### src/rtl/seg7_pkg.sv
// ----------------------------------------------------------------------------
// seg7_pkg
// Shared definitions for the 7-segment scan driver:
//   - segment bit positions inside the 8-bit {dp,g,f,e,d,c,b,a} bus
//   - hex_to_seg(): hex nibble to active-high gfedcba pattern
// ----------------------------------------------------------------------------
package seg7_pkg;

    localparam int SEG_A  = 0;
    localparam int SEG_B  = 1;
    localparam int SEG_C  = 2;
    localparam int SEG_D  = 3;
    localparam int SEG_E  = 4;
    localparam int SEG_F  = 5;
    localparam int SEG_G  = 6;
    localparam int SEG_DP = 7;

    // Active-high pattern, bit 0 = segment a ... bit 6 = segment g.
    function automatic logic [6:0] hex_to_seg(input logic [3:0] hex);
        logic [6:0] seg;
        case (hex)
            4'h0: seg = 7'h3F;
            4'h1: seg = 7'h06;
            4'h2: seg = 7'h5B;
            4'h3: seg = 7'h4F;
            4'h4: seg = 7'h66;
            4'h5: seg = 7'h6D;
            4'h6: seg = 7'h7D;
            4'h7: seg = 7'h07;
            4'h8: seg = 7'h7F;
            4'h9: seg = 7'h6F;
            4'hA: seg = 7'h77;
            4'hB: seg = 7'h7C;
            4'hC: seg = 7'h39;
            4'hD: seg = 7'h5E;
            4'hE: seg = 7'h79;
            default: seg = 7'h71;
        endcase
        return seg;
    endfunction

endpackage

### src/rtl/scan_tick_gen.sv
// ----------------------------------------------------------------------------
// scan_tick_gen
// Free-running divider 0..SCAN_DIV-1; tick is high for the single cycle in
// which the divider sits at SCAN_DIV-1 (one tick per digit slot).
// Ports:
//   clk_in   in   clock, rising edge
//   reset_n  in   asynchronous active-low reset
//   tick     out  one-cycle slot strobe
// ----------------------------------------------------------------------------
module scan_tick_gen #(
    parameter int SCAN_DIV = 256
) (
    input  logic clk_in,
    input  logic reset_n,
    output logic tick
);

    localparam int DIV_W = (SCAN_DIV > 2) ? $clog2(SCAN_DIV) : 1;

    logic [DIV_W-1:0] r_div;

    assign tick = (r_div == DIV_W'(SCAN_DIV - 1));

    // NOTE: sequential state uses non-blocking assignments so every register
    // samples pre-edge values, independent of block ordering.
    always_ff @(posedge clk_in or negedge reset_n) begin
        if (!reset_n) begin
            r_div <= '0;
        end else if (tick) begin
            r_div <= '0;
        end else begin
            r_div <= r_div + DIV_W'(1);
        end
    end

endmodule

### src/rtl/seg7_scan_driver.sv
// ----------------------------------------------------------------------------
// seg7_scan_driver
// Time-multiplexed driver for NUM_DIGITS common 7-segment digits with a
// tear-free shadow/display register pair: a load is held in the shadow and
// copied to the display only at the frame boundary (index wrap to 0).
// Optional build macro: SEG7_LZB_EN -- blank leading-zero digits (digit 0 is
// never blanked); without it no blanking logic exists.
// Ports:
//   clk_in      in   clock, rising edge
//   reset_n     in   asynchronous active-low reset
//   value_in    in   4*NUM_DIGITS hex nibbles, digit 0 at [3:0]
//   dp_in       in   decimal point per digit
//   load        in   single-cycle capture strobe
//   pending     out  captured value not yet on display
//   seg_out     out  {dp,g,f,e,d,c,b,a}, registered, polarity SEG_ACTIVE_LOW
//   digit_sel   out  one-hot digit enable, registered, polarity DIGIT_ACTIVE_LOW
//   frame_done  out  one-cycle pulse in the first cycle of each new frame
// ----------------------------------------------------------------------------
module seg7_scan_driver
    import seg7_pkg::*;
#(
    parameter int NUM_DIGITS       = 4,
    parameter int SCAN_DIV         = 256,
    parameter int SEG_ACTIVE_LOW   = 0,
    parameter int DIGIT_ACTIVE_LOW = 1
) (
    input  logic                    clk_in,
    input  logic                    reset_n,
    input  logic [4*NUM_DIGITS-1:0] value_in,
    input  logic [NUM_DIGITS-1:0]   dp_in,
    input  logic                    load,
    output logic                    pending,
    output logic [7:0]              seg_out,
    output logic [NUM_DIGITS-1:0]   digit_sel,
    output logic                    frame_done
);

    localparam int IDX_W = (NUM_DIGITS > 1) ? $clog2(NUM_DIGITS) : 1;
    localparam logic [7:0] SEG_OFF = (SEG_ACTIVE_LOW != 0) ? 8'hFF : 8'h00;
    localparam logic [NUM_DIGITS-1:0] DIG_OFF =
        (DIGIT_ACTIVE_LOW != 0) ? {NUM_DIGITS{1'b1}} : {NUM_DIGITS{1'b0}};

    logic                    w_tick;
    logic                    w_wrap;
    logic [IDX_W-1:0]        r_idx;
    logic [4*NUM_DIGITS-1:0] r_shadow_val;
    logic [NUM_DIGITS-1:0]   r_shadow_dp;
    logic [4*NUM_DIGITS-1:0] r_disp_val;
    logic [NUM_DIGITS-1:0]   r_disp_dp;
    logic                    r_pending;
    logic                    r_frame_done;
    logic [7:0]              r_seg;
    logic [NUM_DIGITS-1:0]   r_digit;

    logic [3:0]              w_nibble;
    logic                    w_dp;
    logic [NUM_DIGITS-1:0]   w_sel;
    logic                    w_blank;
    logic [7:0]              w_seg_raw;

    scan_tick_gen #(.SCAN_DIV(SCAN_DIV)) u_tick (
        .clk_in  (clk_in),
        .reset_n (reset_n),
        .tick    (w_tick)
    );

    // Frame boundary: last slot of the last digit.
    assign w_wrap = w_tick && (r_idx == IDX_W'(NUM_DIGITS - 1));

    always_ff @(posedge clk_in or negedge reset_n) begin
        if (!reset_n) begin
            r_idx        <= '0;
            r_frame_done <= 1'b0;
        end else begin
            r_frame_done <= w_wrap;
            if (w_tick) begin
                r_idx <= w_wrap ? '0 : r_idx + IDX_W'(1);
            end
        end
    end

    // NOTE: shadow and display are plain registers, not a RAM, so they take the
    // async reset; that is what makes a post-reset frame show all "0".
    always_ff @(posedge clk_in or negedge reset_n) begin
        if (!reset_n) begin
            r_shadow_val <= '0;
            r_shadow_dp  <= '0;
            r_disp_val   <= '0;
            r_disp_dp    <= '0;
            r_pending    <= 1'b0;
        end else if (load && w_wrap) begin
            // Frame boundary already here: bypass the shadow.
            r_disp_val <= value_in;
            r_disp_dp  <= dp_in;
            r_pending  <= 1'b0;
        end else if (load) begin
            r_shadow_val <= value_in;
            r_shadow_dp  <= dp_in;
            r_pending    <= 1'b1;
        end else if (w_wrap && r_pending) begin
            r_disp_val <= r_shadow_val;
            r_disp_dp  <= r_shadow_dp;
            r_pending  <= 1'b0;
        end
    end

    // NOTE: every always_comb output gets a default first so no path can
    // leave it unassigned and infer a latch.
    always_comb begin
        w_nibble = 4'h0;
        w_dp     = 1'b0;
        w_sel    = '0;
        for (int k = 0; k < NUM_DIGITS; k++) begin
            if (r_idx == IDX_W'(k)) begin
                w_nibble = r_disp_val[4*k +: 4];
                w_dp     = r_disp_dp[k];
                w_sel[k] = 1'b1;
            end
        end
    end

`ifdef SEG7_LZB_EN
    logic [NUM_DIGITS-1:0] w_lz;
    logic                  w_run;

    // Walk down from the top digit; a digit blanks only while every digit
    // above it is blank too. Digit 0 is never part of the walk.
    always_comb begin
        w_lz  = '0;
        w_run = 1'b1;
        for (int k = NUM_DIGITS - 1; k >= 1; k--) begin
            w_run   = w_run && (r_disp_val[4*k +: 4] == 4'h0) && !r_disp_dp[k];
            w_lz[k] = w_run;
        end
    end

    assign w_blank = |(w_lz & w_sel);
`else
    assign w_blank = 1'b0;
`endif

    always_comb begin
        w_seg_raw              = 8'h00;
        w_seg_raw[SEG_G:SEG_A] = hex_to_seg(w_nibble);
        w_seg_raw[SEG_DP]      = w_dp;
        if (w_blank) begin
            w_seg_raw = 8'h00;
        end
    end

    // Output stage: one cycle behind index/display, polarity applied here.
    always_ff @(posedge clk_in or negedge reset_n) begin
        if (!reset_n) begin
            r_seg   <= SEG_OFF;
            r_digit <= DIG_OFF;
        end else begin
            r_seg   <= (SEG_ACTIVE_LOW != 0)   ? ~w_seg_raw : w_seg_raw;
            r_digit <= (DIGIT_ACTIVE_LOW != 0) ? ~w_sel     : w_sel;
        end
    end

    assign pending    = r_pending;
    assign frame_done = r_frame_done;
    assign seg_out    = r_seg;
    assign digit_sel  = r_digit;

endmodule

### config.mk
export PLATFORM = sky130hd
export DESIGN_NAME = seg7_scan_driver
export DESIGN_NICKNAME = d
export VERILOG_FILES = /design/src/rtl/seg7_pkg.sv /design/src/rtl/scan_tick_gen.sv /design/src/rtl/seg7_scan_driver.sv
export SDC_FILE = /design/constraint.sdc
export NUM_CORES = 1
export LEC_CHECK = 0
export ABC_AREA = 1
export CORE_MARGIN = 8
export CORE_UTILIZATION = 52
export CTS_BUF_LIST = sky130_fd_sc_hd__clkbuf_4 sky130_fd_sc_hd__clkbuf_8
export CTS_CLUSTER_DIAMETER = 200
export CTS_CLUSTER_SIZE = 8
export DETAILED_ROUTE_END_ITERATION = 12
export HOLD_SLACK_MARGIN = 0.1
export PLACE_DENSITY = 0.84
export SYNTH_ARGS = -nofsm -noshare
export SYNTH_HDL_FRONTEND = slang
export SYNTH_SLANG_ARGS = --single-unit
export TNS_END_PERCENT = 30
### constraint.sdc
create_clock -name clk_in -period 1.85 [get_ports clk_in]
set_input_delay 0.4625 -clock clk_in [delete_from_list [all_inputs] [get_ports clk_in]]
set_output_delay 0.4625 -clock clk_in [all_outputs]
set_load 0.03 [all_outputs]
==> results of run 1 <==
## synth_stat cells (all sizes together)
cell type / instances / area (um^2)
inv: 44 / 165.2
buf: 12 / 75.07
nand2: 143 / 539.3
nor2: 35 / 148.9
clkbuf: 3 / 11.26
a22oi: 1 / 7.510
dfrtp: 60 / 1501
dfstp: 4 / 105.1
a21oi: 28 / 140.1
xor2: 1 / 8.760
or2: 1 / 6.260
nand3: 13 / 70.07
xnor2: 2 / 17.52
nand3b: 1 / 7.510
nand4: 2 / 12.51
ha: 12 / 150.1
o21ai: 28 / 140.1
## flip-flops by register name, indices dropped and copies added (netlist names)
signal / flops
r_disp_val: 16
r_shadow_val: 16
seg_out: 8
u_tick.r_div: 8
digit_sel: 4
r_disp_dp: 4
r_shadow_dp: 4
r_idx: 2
frame_done: 1
pending: 1
## through the flow
| step | TNS (ns) | hold WS (ns) | util, % | power [W] |
|---|---|---|---|---|
| CTS | 0 | 0.1331 | 66.10 | 0.002837 |
| global route | -0.6707 | 0.1504 | 69.01 | 0.002943 |
| floorplan | 0 | 0.1669 | - | 0.001550 |
| finish | -0.04965 | 0.1217 | 69.01 | 0.002829 |
| detailed placement | -0.3733 | 0.4569 | 61.95 | 0.001653 |
| global placement | 0 | 0.4444 | 61.95 | 0.001646 |
## worst min path at each step
stage | endpoint | slack (ns) | depth (start not counted)
after floorplan | frame_done | 0.17 | 0
after global placement | u_tick.r_div[0] | 0.44 | 1
after detailed placement | u_tick.r_div[0] | 0.46 | 1
after CTS | u_tick.r_div[1] | 0.13 | 2
after global routing | u_tick.r_div[2] | 0.15 | 2
final | u_tick.r_div[5] | 0.12 | 2
## cell families after synthesis
logic type | synth area share [%]
AND/OR/NAND/NOR | 25.25
flip-flops | 51.71
buffers and inverters | 8.095
AO/OA/AOI/OAI | 9.263
adder cells (fa/ha/maj) | 4.833
XOR/XNOR | 0.8459
## routing by layer
layer	GRT usage [%]	up-vias
met5	0	-
met2	27.09	96
li1	-	1312
met1	19.74	1284
met3	2.564	21
met4	12.48	0
## critical path: stages (launching register included)
cell     delay (ns)
dfrtp_2        0.49
inv_4          0.13
ha_4           0.17
nand2_2        0.05
nand2_2        0.07
nand3_2        0.10
a21oi_4        0.20
ha_2           0.31
nand3_2        0.08
nand2_1        0.06
nand2_1        0.06
nand2_1        0.05
## power by group
part,internal (W),total (W),leakage [nW],switching [W]
clock,0.000666,0.00120,0.108,0.000538
combinational,0.0000817,0.000179,1.10,0.0000968
sequential,0.00144,0.00145,0.769,0.00000985
## what timing repair did
action	4_1_cts	5_1_grt
resized for setup	16	38
setup buffers	1	6
cloned	0	1
endpoints found under the setup margin	12	27
pin swaps	0	12
## layout make-up
cell class,count,area (um^2),area share [%]
Inverter,44,178.9,4.431
Tap cell,75,93.84,2.324
Clock buffer,14,192.7,4.772
Multi-Input combinational cell,267,1378,34.12
Timing Repair inverter,1,7.507,0.1859
Clock inverter,2,10.01,0.2479
Sequential cell,64,1609,39.85
Timing Repair Buffer,57,568.0,14.07
## layout by cell type (no fill, tap or decap), types with 2 or more instances in the layout
cell and instances:
xnor2_1 2, dfstp_2 4, nand4_1 2, dfrtp_2 2, inv_2 4, dlygate4sd2_1 5
nor2_4 3, nand2_2 7, a21oi_1 24, dfrtp_1 58, clkdlybuf4s50_1 30, clkbuf_8 14
o21ai_1 5, nand2_1 135, o21ai_0 22, a21oi_2 3, ha_1 5, nand3_1 10
nor2_2 3, nor2_1 29, buf_12 4, clkinv_2 2, nand3_2 3, inv_4 2
clkinvlp_4 2, buf_6 3, ha_2 3, ha_4 4, buf_4 14, inv_1 36
==> metrics.txt, run 1 <==
Synth Register Bits 64; Critical Path Sink seg_out[3]; RSZ-0062 raised after global routing true; Setup CP Type reg -> reg; synth unique cells 24; post-synthesis cell count about 400; CTS tree built; die extent in x a little over 90 um; crit share post-route 102.7%; YS warnings 0; pin count of the biggest net entering global routing 65; Routed Antenna Nets 0; reg2reg end seg_out[3]; CORE AREA about 6000 um^2; syn nets roughly 430; Critical Path RT 2.09 ns; DP Wirelength between 4000 and 5000 um; # port buffers 36; WP data arrival 2.14 ns; R2R Setup Slk -0.05 ns; GRT Util Overall around 17%; run status finished, violations left; share of cells above drive strength 1 approximately 18%; synth-to-layout area growth 29.96%; Starting DRT DRC Count between 150 and 200; Worst VDD drop 0.0004966 V; dpl ws -0.09600 ns; Tmin final between 1.5 and 2 ns; clk slew on worst S/H paths roughly 0.070 ns; Max FO, Critical Path 4; hold buffers post-CTS 0; synthesized area just over 3000 um^2; CTS max path bufs 2; placed cells 500; initial antenna violation count 0; first-pass GRT wire length 11680 um; post-DR vias/cell 5.177; CP startpoint r_idx[0]; Worst Skew around 0.0095 ns; Starting Density 53.10%; Max-Cap Viols 0; Die ar. ~8700 um^2; die height 93.30 um; nets@finish between 400 and 500; Synth Area per Inst about 8.0 um^2; met2 WL 3682 um; DR WL/cell 14.13 um; final wirelength about 7400 um; max frequency 526.4 MHz; Metal-1 WL 3153 um; RD Place Congestion 0.8508; Sinks on Clock Net 64; ant diodes 0; R2R depth 11; via count 2713; Fillers roughly 430; H-tree depth 3; vias in the first global route ~2700; HP Class in -> async; I/O Pins 37; crit path capture type flop; Final Hold Viols 0; Slew @ Worst Pin around 0.33 ns; grt total ovfl 0; Final Max Slew Viols 0; DRC 0; worst-skew pair later-pin latency between 0.3 and 0.4 ns; RR Startpoint r_idx[0]; Slew HR 77.83%; Lkg Pwr 1.973 nW; wire length on met3 roughly 360 um; cell area after layout just over 4000 um^2; clock root cell clkbuf_8; CTS Buf Count 9; Cell Pwr Density 700.7 nW/um^2; placed cell area about 3600 um^2; sequential area share after synthesis 51.71%; Layout Cells excl Fill roughly 520; DRT Pass-1 Iters 4; # rows 28; # setup viols final 1; top layer in use met4; worst setup margin -0.04965 ns; violated checks negative setup slack; startpoint types flop
Note: power is estimated with default switching activity, not from simulation.
==> run 2, diff against run 1 <==
--- a/config.mk
+++ b/config.mk
@@ -7,13 +7,14 @@
 export LEC_CHECK = 0
 export ABC_AREA = 1
 export CORE_MARGIN = 8
-export CORE_UTILIZATION = 52
+export CORE_UTILIZATION = 55
 export CTS_BUF_LIST = sky130_fd_sc_hd__clkbuf_4 sky130_fd_sc_hd__clkbuf_8
 export CTS_CLUSTER_DIAMETER = 200
 export CTS_CLUSTER_SIZE = 8
 export DETAILED_ROUTE_END_ITERATION = 12
+export DONT_BUFFER_PORTS = 1
 export HOLD_SLACK_MARGIN = 0.1
-export PLACE_DENSITY = 0.84
+export PLACE_DENSITY = 0.79
 export SYNTH_ARGS = -nofsm -noshare
 export SYNTH_HDL_FRONTEND = slang
 export SYNTH_SLANG_ARGS = --single-unit
==> metrics.txt, run 2 (synthesis gave the netlist of run 1 again) <==
run status finished, violations left (unchanged); violated checks negative hold slack (was negative setup slack); Max-Cap Viols 0 (unchanged); dpl ws -0.1177 ns (was -0.09600 ns); share of cells above drive strength 1 17.80% (was 18.26%); worst setup margin 0.01309 ns (was -0.04965 ns); worst-skew pair later-pin latency 0.34 ns (was 0.35 ns); R2R depth 12 (was 11); Lkg Pwr 1.813 nW (was 1.973 nW); Worst Skew 0.007004 ns (was 0.009525 ns); clk slew on worst S/H paths 0.07 ns (about the same); Slew @ Worst Pin 0.4506 ns (was 0.3325 ns); RD Place Congestion 0.8673 (was 0.8508); RR Startpoint r_idx[0] (unchanged); DRC 0 (unchanged); DP Wirelength 4326 um (was 4538 um); final wirelength 6599 um (was 7405 um); commonest non-fill, non-tap cell in the layout nand2_1 (unchanged); Reg area 1609 um^2 (unchanged); Die ar. 8309 um^2 (was 8704 um^2); Final Power 0.002674 W (was 0.002829 W); DR WL/cell 13.69 um (was 14.13 um); grt total ovfl 0 (unchanged); pin count of the biggest net entering global routing 65 (unchanged); WP data arrival 2.06 ns (was 2.14 ns); Starting Density 56.77% (was 53.10%); CTS Buf Count 9 (unchanged); Final Hold Viols 64 (was 0); Cell Pwr Density 735.3 nW/um^2 (was 700.7 nW/um^2); DRT Pass-1 Iters 5 (was 4); die height 91.16 um (was 93.30 um); crit share post-route 99.29% (was 102.7%); die extent in x 91.16 um (was 93.30 um); startpoint types flop (unchanged); RSZ-0062 raised after global routing true (unchanged); Worst Hold Margin -0.1859 ns (was 0.1217 ns); CP dominant cell by count nand2_1 (unchanged); CP peak stage delay 0.47 ns (was 0.49 ns); Largest regs r_disp_val x16, r_shadow_val x16 (unchanged); Fin Setup TNS 0 ns (was -0.04965 ns); Starting DRT DRC Count 91 (was 155); post-DR vias/cell 5.108 (was 5.177); CTS tree built (unchanged); Slowest-stage cell, CP dfrtp_2 (unchanged); max frequency 544.4 MHz (was 526.4 MHz); Routed Antenna Nets 0 (unchanged); synth-to-layout area growth 17.08% (was 29.96%); crit path capture type flop (unchanged); Critical Path RT 2.07 ns (was 2.09 ns); ant diodes 0 (unchanged); first-pass GRT wire length 10760 um (was 11680 um); initial antenna violation count 0 (unchanged); Util after Layout 66.46% (was 69.01%); # port buffers 0 (was 36); HP Class in -> async (unchanged); Slew HR 69.96% (was 77.83%); reg2reg end seg_out[3] (unchanged); Sinks on Clock Net 64 (unchanged); R2R Setup Slk 0.01 ns (was -0.05 ns); Worst VDD drop 0.0006387 V (was 0.0004966 V); clock root cell clkbuf_8 (unchanged); # rows 27 (was 28); via count 2462 (was 2713); Max FO, Critical Path 4 (unchanged); Fillers 450 (was 433); H-tree depth 3 (unchanged); I/O Pins 37 (unchanged); CTS max path bufs 2 (unchanged); multi-input logic area 1414 um^2 (was 1378 um^2); cells along the critical path inv_4 -> ha_4 -> inv_4 -> nor2_4 -> nor2_4 -> a21oi_2 -> ha_2 -> inv_1 -> nand2_1 -> nand2_1 -> nand2_1 -> nand2_1 (was inv_4 -> ha_4 -> nand2_2 -> nand2_2 -> nand3_2 -> a21oi_4 -> ha_2 -> nand3_2 -> nand2_1 -> nand2_1 -> nand2_1); nets@finish 440 (was 479); Setup CP Type reg -> reg (unchanged); Tmin final 1.837 ns (was 1.900 ns); CORE AREA 5473 um^2 (was 5851 um^2); # setup viols final 0 (was 1); GRT Util Overall 15.87% (was 16.73%); Final Max Slew Viols 0 (unchanged); vias in the first global route 2386 (was 2705); commonest non-fill, non-tap cells in the layout nand2_1, dfrtp_1, inv_1 (unchanged)
## run 2: metrics by stage
stage / instances / cell area (um^2)
6_report: 482 / 3637
5_1_grt: 482 / 3637
4_1_cts: 480 / 3487
3_5_place_dp: 463 / 3243
3_3_place_gp: 463 / 3243
2_1_floorplan: 390 / 3107
## run 2: per-layer routing
layer	vias to the layer above	global-route usage (%)	wire length [um]
li1	1236	-	-
met1	1163	18.98	2842
met2	49	24.97	3268
met3	14	5.761	341
met4	0	7.367	146
met5	-	0	0
## run 2: area by class of cell
type                            count  area share [%]
Tap cell                           72           2.477
Timing Repair Buffer               19           4.369
Multi-Input combinational cell    267           38.87
Clock buffer                       14           4.954
Inverter                           44           4.747
Sequential cell                    64           44.24
Clock inverter                      2          0.3440
## run 2: worst max-delay path: cells and delay by family, from the launching register on
kind	cells	cell delay (ns)
DFF	1	0.47
and+or+nand+nor	6	0.42
adders and majority gates	2	0.40
AOI/OAI and AO/OA	1	0.22
buffers and inverters	3	0.22
## run 2: what timing repair did
item / in CTS / in global routing
resized for setup: 12 / 32
endpoints found under the setup margin: 7 / 15
gates cloned: 0 / 0
pin swaps: 2 / 6
endpoints found under the hold margin: 64 / 64
buffers inserted: 1 / 2
## run 2: worst max-delay path by stage
| stage | from | end | slack (ns) |
|---|---|---|---|
| after floorplan | r_idx[0] | seg_out[3] | 0.03 |
| after global placement | r_idx[0] | seg_out[3] | 0.002 |
| after detailed placement | r_idx[0] | seg_out[3] | -0.12 |
| after CTS | r_idx[0] | seg_out[3] | 0.002 |
| after global routing | r_idx[0] | seg_out[3] | -0.09 |
| final | r_idx[0] | seg_out[3] | 0.01 |
## run 2: where the power goes
group	internal, W	total, W	switching, W
clock	0.000625	0.00113	0.000510
combinational	0.0000365	0.0000922	0.0000557
sequential	0.00144	0.00145	0.00000987
total	0.00210	0.00267	0.000575
